===== src/rtl/ripple_count_pkg.sv =====
// rtl/ripple_count_pkg.sv - shared types and default sizes for the ripple counter capture path
package ripple_count_pkg;

    typedef enum logic [1:0] {
        ST_INIT   = 2'd0,
        ST_TRACK  = 2'd1,
        ST_SETTLE = 2'd2
    } state_t;

    localparam int DEF_CNT_W    = 4;
    localparam int DEF_EXT_W    = 8;
    localparam int DEF_STABLE_N = 2;
    localparam int GLITCH_W     = 8;
    localparam int SYNC_DEPTH   = 2;

endpackage


===== src/rtl/sync2_bus.sv =====
// rtl/sync2_bus.sv - parameterised two-flop bus synchronizer
module sync2_bus #(
    parameter int W = 4
) (
    input  logic         clk,
    input  logic         rst,
    input  logic [W-1:0] d,
    output logic [W-1:0] q
);

    logic [W-1:0] s1;
    logic [W-1:0] s2;

    always_ff @(posedge clk) begin
        if (rst) begin
            s1 <= '0;
            s2 <= '0;
        end else begin
            s1 <= d;
            s2 <= s1;
        end
    end

    assign q = s2;

endmodule


===== src/rtl/ripple_count_capture.sv =====
// rtl/ripple_count_capture.sv - ripple count filter/extender with event output; RCC_GLITCH_CNT_EN adds glitch_cnt
module ripple_count_capture
    import ripple_count_pkg::*;
#(
    parameter int CNT_W    = DEF_CNT_W,
    parameter int EXT_W    = DEF_EXT_W,
    parameter int STABLE_N = DEF_STABLE_N
) (
    input  logic             clk,
    input  logic             rst,
    input  logic [CNT_W-1:0] count_in,
    input  logic             clr,
    output logic             out_valid,
    input  logic             out_ready,
    output logic [CNT_W-1:0] out_count,
    output logic             out_wrap,
    output logic [EXT_W-1:0] ext_count,
    output logic             overrun
`ifdef RCC_GLITCH_CNT_EN
    ,
    output logic [GLITCH_W-1:0] glitch_cnt
`endif
);

    localparam int               SC_W      = $clog2(STABLE_N + 1);
    localparam logic [SC_W-1:0]  STAB_LAST = SC_W'(STABLE_N - 1);
    localparam logic [SC_W-1:0]  STAB_ONE  = SC_W'(1);
    localparam int               PAD_W     = EXT_W - CNT_W;
    localparam logic [1:0]       FILL_DONE = 2'(SYNC_DEPTH);

    logic [CNT_W-1:0] s2;
    state_t           state;
    state_t           state_nxt;
    logic [CNT_W-1:0] last_acc;
    logic [CNT_W-1:0] last_acc_nxt;
    logic [CNT_W-1:0] cand;
    logic [CNT_W-1:0] cand_nxt;
    logic [SC_W-1:0]  stab_cnt;
    logic [SC_W-1:0]  stab_nxt;
    logic [1:0]       fill;
    logic             init_load;
    logic             accept;
    logic [CNT_W-1:0] delta;

    sync2_bus #(.W(CNT_W)) u_sync (
        .clk (clk),
        .rst (rst),
        .d   (count_in),
        .q   (s2)
    );

    assign delta = cand - last_acc;

    always_comb begin
        state_nxt    = state;
        cand_nxt     = cand;
        stab_nxt     = stab_cnt;
        last_acc_nxt = last_acc;
        init_load    = 1'b0;
        accept       = 1'b0;
        case (state)
            ST_INIT: begin
                // s2 still carries reset zeros until the synchronizer refills
                if (fill == FILL_DONE) begin
                    if (s2 == cand) begin
                        if (stab_cnt == STAB_LAST) begin
                            init_load    = 1'b1;
                            last_acc_nxt = s2;
                            state_nxt    = ST_TRACK;
                        end else begin
                            stab_nxt = stab_cnt + STAB_ONE;
                        end
                    end else begin
                        cand_nxt = s2;
                        stab_nxt = STAB_ONE;
                    end
                end
            end
            ST_TRACK: begin
                if (s2 != last_acc) begin
                    cand_nxt  = s2;
                    stab_nxt  = STAB_ONE;
                    state_nxt = ST_SETTLE;
                end
            end
            ST_SETTLE: begin
                if (s2 == cand) begin
                    if (stab_cnt == STAB_LAST) begin
                        accept       = 1'b1;
                        last_acc_nxt = cand;
                        state_nxt    = ST_TRACK;
                    end else begin
                        stab_nxt = stab_cnt + STAB_ONE;
                    end
                end else if (s2 == last_acc) begin
                    state_nxt = ST_TRACK;
                end else begin
                    cand_nxt = s2;
                    stab_nxt = STAB_ONE;
                end
            end
            default: state_nxt = ST_INIT;
        endcase
    end

    always_ff @(posedge clk) begin
        if (rst) begin
            state     <= ST_INIT;
            cand      <= '0;
            stab_cnt  <= '0;
            last_acc  <= '0;
            fill      <= '0;
            ext_count <= '0;
            out_valid <= 1'b0;
            out_count <= '0;
            out_wrap  <= 1'b0;
            overrun   <= 1'b0;
        end else begin
            state    <= state_nxt;
            cand     <= cand_nxt;
            stab_cnt <= stab_nxt;
            last_acc <= last_acc_nxt;
            if (fill != FILL_DONE) begin
                fill <= fill + 2'd1;
            end

            // clr realigns to the freshest accepted value, including one landing now
            if (clr) begin
                ext_count <= {{PAD_W{1'b0}}, last_acc_nxt};
            end else if (init_load) begin
                ext_count <= {{PAD_W{1'b0}}, s2};
            end else if (accept) begin
                ext_count <= ext_count + {{PAD_W{1'b0}}, delta};
            end

            if (accept) begin
                out_valid <= 1'b1;
                out_count <= cand;
                out_wrap  <= (cand < last_acc);
            end else if (out_ready) begin
                out_valid <= 1'b0;
            end

            if (clr) begin
                overrun <= 1'b0;
            end else if (accept && out_valid && !out_ready) begin
                overrun <= 1'b1;
            end
        end
    end

`ifdef RCC_GLITCH_CNT_EN
    // Covers both a rejected transient and a candidate replacement
    logic glitch_evt;
    assign glitch_evt = (state == ST_SETTLE) && (s2 != cand);

    always_ff @(posedge clk) begin
        if (rst || clr) begin
            glitch_cnt <= '0;
        end else if (glitch_evt && (glitch_cnt != {GLITCH_W{1'b1}})) begin
            glitch_cnt <= glitch_cnt + GLITCH_W'(1);
        end
    end
`endif

endmodule

===== config.mk =====
export PLATFORM = sky130hd
export DESIGN_NAME = ripple_count_capture
export DESIGN_NICKNAME = d
export VERILOG_FILES = /design/src/rtl/ripple_count_pkg.sv /design/src/rtl/sync2_bus.sv /design/src/rtl/ripple_count_capture.sv
export SDC_FILE = /design/constraint.sdc
export NUM_CORES = 1
export LEC_CHECK = 0
export BUFFER_PORTS_ARGS = -buffer_cell sky130_fd_sc_hd__buf_2
export CAP_MARGIN = 15
export CORE_MARGIN = 5
export CORE_UTILIZATION = 44
export DETAILED_ROUTE_END_ITERATION = 8
export GPL_TIMING_DRIVEN = 0
export PLACE_DENSITY_LB_ADDON = 0.25
export RECOVER_POWER = 25
export SLEW_MARGIN = 0
export SYNTH_ARGS = -nofsm -noshare
export SYNTH_HDL_FRONTEND = slang
export SYNTH_SLANG_ARGS = --single-unit

===== constraint.sdc =====
create_clock -name clk -period 3.6 [get_ports clk]
set_clock_uncertainty 0.1 [all_clocks]
set_input_delay 0.18 -clock clk [delete_from_list [all_inputs] [get_ports clk]]
set_output_delay 0.18 -clock clk [all_outputs]
set_load 0.02 [all_outputs]

# == After elaboration in Yosys (flattened, before gate mapping) ==
# Index checks and enable logic that the tools add are counted.
# classes
order_cmp,1
reduce_logical,12
mux,36
n_eq_ne,16
addsub,4
# op_table
cell,n
two-way mux 4 bit,13
two-way mux 2 bit,12
"inequality test 2 bit, second input constant",7
one-hot mux 2 bit (3 select lines),2
one-hot mux 4 bit (3 select lines),1
adder 8 x 4 -> 8 bit,1
== test 4 bit,2
one-hot mux 4 bit (2 select lines),1
AND reduction 4 bit,2
two-way mux 1 bit,7
"inequality test 3 bit, second input constant",2
AND reduction 6 bit,1
nonzero test 3 bit,2
"adder 2 x 1 -> 2 bit, second input constant",2
"== test 2 x 1 -> 1 bit, second input constant",2
"== test 2 bit, second input constant",2
< comparator 4 bit,1
inequality test 4 bit,1
subtractor 4 bit,1
OR reduction 3 bit,1
logical AND 1 bit,2
zero test 2 bit,1
nonzero test 2 bit,1
OR reduction 2 bit,1
zero test 1 bit,1
# word_totals
inputBits,8
word_cells,82
output_inout_bits,15
regBits,37

# == Longest topological paths before layout ==
# depth
depth_word,7
ltp_mapped,11
depth_no_buf,11

# == Cells and area by module ==
# Synthesis repeated with hierarchy kept, for this count alone.
# hier_totals
cells_unflattened,232
area_unflattened_um2,2004.4
# modules_own_cells
module,cells_each,area_per_inst_um2,n_inst,seq_area_each_um2
ripple_count_capture,216,1794.2,1,580.6
sync2_bus,16,210.2,1,160.2

# == Least setup slack after synthesis ==
# No wires, ideal clock.
# synth_path
path_kind,register -> register
from,register cand[0]
to,register ext_count[6]
stages_incl_launch_ff,12
t_required_ns,3.385
period_less_slack_ns,2.535
t_arrival_ns,2.319
setup_time_ns,0.115
path_buffers,0
path_slack_ns,1.065
cell_sequence,dfxtp_1 inv_1 ha_1 inv_1 fa_1 inv_1 fa_1 nor2b_1 o21ai_0 a2111oi_4 xnor2_1 nor2_1
# synth_between
elab_chain_len,5
word_cells_on_any_way,8
cone_classes,add/sub (2); eq/ne (1); mux (4); reduce/logical (1)
# synth_lines
item,line,text
start: declaration,ripple_count_capture.sv:36,logic [CNT_W-1:0] cand;
start signal: assignment,ripple_count_capture.sv:120,cand <= cand_nxt;
branches (longest 5 deep; another with adder 8 x 4 -> 8 bit),-,
end signal: assignment,ripple_count_capture.sv:129,"ext_count <= {{PAD_W{1'b0}}, last_acc_nxt};"
end signal: assignment,ripple_count_capture.sv:131,"ext_count <= {{PAD_W{1'b0}}, s2};"
end signal: assignment,ripple_count_capture.sv:133,"ext_count <= ext_count + {{PAD_W{1'b0}}, delta};"
end: declaration,ripple_count_capture.sv:17,"output logic [EXT_W-1:0] ext_count,"
# Parallel ways; which one is timed is not known.
# A chain may end at the register's enable or synchronous reset.

# == Worst setup path in the final report ==
# layout_path
from,register cand[0]
to,register ext_count[7]
# The elaborated chain is that of the path after synthesis.

==> impl_results.md <==
* Outcome: finished, final reports clean
* Setup ws final at 757 ps
* R2R setup slack at between 700 and 800 ps
* Crit path depth at 11
* Max_cap viols at 0
* Antenna viol nets, final at 0
* R2R depth at 11
* Setup CP Type: reg2reg
* Total die area at 6130 µm²
* TritonCTS Buffers at 5
* Slowest stage delay, CP at 420 ps
* FF-to-FF End: ext_count[7]$_SDFFE_PP0P_
* P_sw at 0.315 mW
* Total grt overflow at 0
* Largest net degree at the start of global routing at 13
* Core ar. at 4440 µm²
* Worst-Skew Late Latency at about 300 ps
* Clock share of power at a little over a third
* Crit path cell chain: inv_1 > ha_1 > inv_1 > fa_1 > xor2_1 > ha_1 > a21oi_1 > a21boi_0 > o21ai_0 > or4_1 > a21oi_1
* First DRT Iteration DRCs at 119
* Combinational group share of total power at a little over a fifth
* Area grow syn2layout at 15.3%
* Critical Path Sink: ext_count[7]$_SDFFE_PP0P_
* CP arrival at approximately 3000 ps
* Met2 Usage GRT at 26.0%
* CP required at 3740 ps
* Post-synth EDFFs at 0
* Avg WL per Cell at 14.6 µm
* Global-route wire length before repair at 8440 µm
* H-Tree Depth at 2
* GPL Wtd Cong at 0.848
* CTS tree: yes
* Post-CTS resize count at 0
* Max FO, Critical Path at 5
* Buf/Inv on CP at 2
* Die width at between 70 and 80 µm
* GRT Resource Usage Total at between 10% and 20%
* Average cell area after synthesis at 8.35 µm²
* Design area at 2370 µm²
* Dpl cells at 319
* Mapped Cells at 246
* Mapped Area at 2050 µm²
* RSZ-0062 raised after global routing: false
* Worst setup SP type: register
* CTS Buffer Depth at 2
* Commonest non-fill, non-tap cells in the layout: dfxtp_1 (37), nand2_1 (26), a21oi_1 (25)
* Vias in the first global route at 1748
* PD cells at 436 nW/µm²
* Cell variety after synth at 45
* Initial antenna violation count at 0
* Hold Path Cell Cnt at 3
* Clock transition at path regs at ~80 ps
* DRC at 0
* Met3 GRT Util at 3.78%
* Clock root buffer master: clkbuf_8
* #FFs+latches synth at 37
* Setup violations, final at 0
* GR Util met1 at 23.8%
* Cell Int Power at 0.718 mW
* Synth Flop Type: dfxtp_1
* CP top delay family: adder cells
* Period utilisation layout at about four fifths
* Lkg Pwr at 0.882 nW
* Filler cell count at 423
* # nets final at 299
* Starting Density at 46.2%
* Hold Vio Cnt, Final at 0
* Post-Syn Nets at roughly 270
* Worst setup path startpoint: cand[0]$_SDFFE_PP0P_
* Worst path slowest cell: or4_1
* Slew margin rel. at 48.2%
* Drt pass-1 iters at 4
* # diodes at 0
* Peak supply drop at 0.302 mV
* Post-layout util at 53.3%
* Ys async rst share at 0%
* Die Y at 78.3 µm
* Worst Tran Pin Value at 771 ps
* Worst hold path type: in2reg
* Routed wire length at 4830 µm
* Tmin final at 2840 ps
* Post-place setup slack at 790 ps
* Share of layout cells above drive strength 1 at 11.1%
* RR Startpoint: cand[0]$_SDFFE_PP0P_
* Crit path capture type: register
* Hpwl dp at 3580 µm
* Via count at 1821
* Top Usage Layer GRT: met2
* Yosys warns at 0
* DR vias/cell at 5.50
* IO Pins at 23
* Final setup TNS at 0 ps
* IO buf count at 21
* Max-slew violation total from the final report at 0
* Non-Filler Instances at around 330
* Sequential Power Share at 43.5%
* Sequential share of the synthesized area at 36.1%
* Sink Count at 37
* Most common cell after layout, fill and taps aside: dfxtp_1
* Highest clock rate at 0.352 GHz
* Area after DPL at between 2000 and 2500 µm²
* Row count at 24
* Sw Ratio at 30.5%
==> Yosys cell counts (all sizes together) (2+ instances only) <==
cell type,count,area (µm²)
nand2b,5,31.3
a21o,2,15.0
nor2b,10,62.6
buf,3,20.0
nand2,26,97.6
nor4,3,40.0
nand3,11,55.1
o32ai,2,17.5
clkbuf,7,26.3
o21ai,13,65.1
o31ai,2,15.0
inv,17,63.8
fa,2,40.0
a2111oi,4,72.6
a21oi,25,125
ha,11,138
xor2,11,96.3
o221ai,2,17.5
o211ai,4,30.0
xnor2,3,26.3
dfxtp,37,741
a31oi,3,18.8
or4,4,33.8
nor2,24,90.1
==> through the flow <==
stage	total power, mW	hold WS (ps)
after CTS	1.04	71.3
after detailed placement	0.672	293
after global routing	1.09	89.4
after floorplan	0.622	208
after global placement	0.668	293
final	1.03	71.1
==> cell type report <==
| type | count | area [µm²] | share of cell area [%] |
|---|---|---|---|
| Buffer | 10 | 46.3 | 1.96 |
| Clock buffer | 6 | 72.6 | 3.07 |
| Clock inverter | 2 | 38.8 | 1.64 |
| Inverter | 18 | 67.6 | 2.85 |
| Multi-Input combinational cell | 181 | 1200 | 50.6 |
| Sequential cell | 37 | 741 | 31.3 |
| Tap cell | 52 | 65.1 | 2.75 |
| Timing Repair Buffer | 25 | 138 | 5.81 |
==> flip-flops by register name, summed over array words and instances, names as in the netlist <==
register,cells
out_valid,1
out_wrap,1
ext_count,8
u_sync.q,4
out_count,4
fill,2
last_acc,4
state,2
stab_cnt,2
u_sync.s1,4
overrun,1
cand,4
==> logic make-up after synthesis <==
group | share of synthesized area, %
AOI/OAI and AO/OA | 21.9
xor gates and xnor gates | 5.97
adders and majority gates | 8.65
buffers and inverters | 5.54
DFF | 36.1
muxes | 0.488
and+or+nand+nor | 21.4
==> worst min-delay path, stage by stage <==
cell	delay (ps)
buf_2	70
nand2b_1	110
a21oi_1	70
==> power groups by stage <==
stage	clock, mW	combinational [mW]	sequential, mW
after floorplan	0	0.167	0.455
after global placement	0	0.210	0.458
after detailed placement	0	0.213	0.459
after CTS	0.374	0.217	0.449
after global routing	0.395	0.249	0.452
final	0.366	0.218	0.449
==> worst min-delay path by stage <==
stage / start / end / slack, ps
finish: out_ready / out_valid$_SDFFE_PP0P_ / 70
global placement: count_in[0] / u_sync.s1[0]$_SDFF_PP0_ / 290
global route: out_ready / out_valid$_SDFFE_PP0P_ / 90
detailed placement: count_in[2] / u_sync.s1[2]$_SDFF_PP0_ / 290
floorplan: count_in[0] / u_sync.s1[0]$_SDFF_PP0_ / 210
CTS: out_ready / out_valid$_SDFFE_PP0P_ / 70
==> metal layers <==
metal	part of all wire, %	wire, µm
met1	47	2250
met2	45	2150
met3	6.4	311
met4	2.3	110
met5	0	0
==> what timing repair did <==
action | 4_1_cts | 5_1_grt
setup buffers | 0 | 0
endpoints found under the hold margin | 4 | 0
hold buffers | 4 | 0
Power figures use the tool's default switching activity.
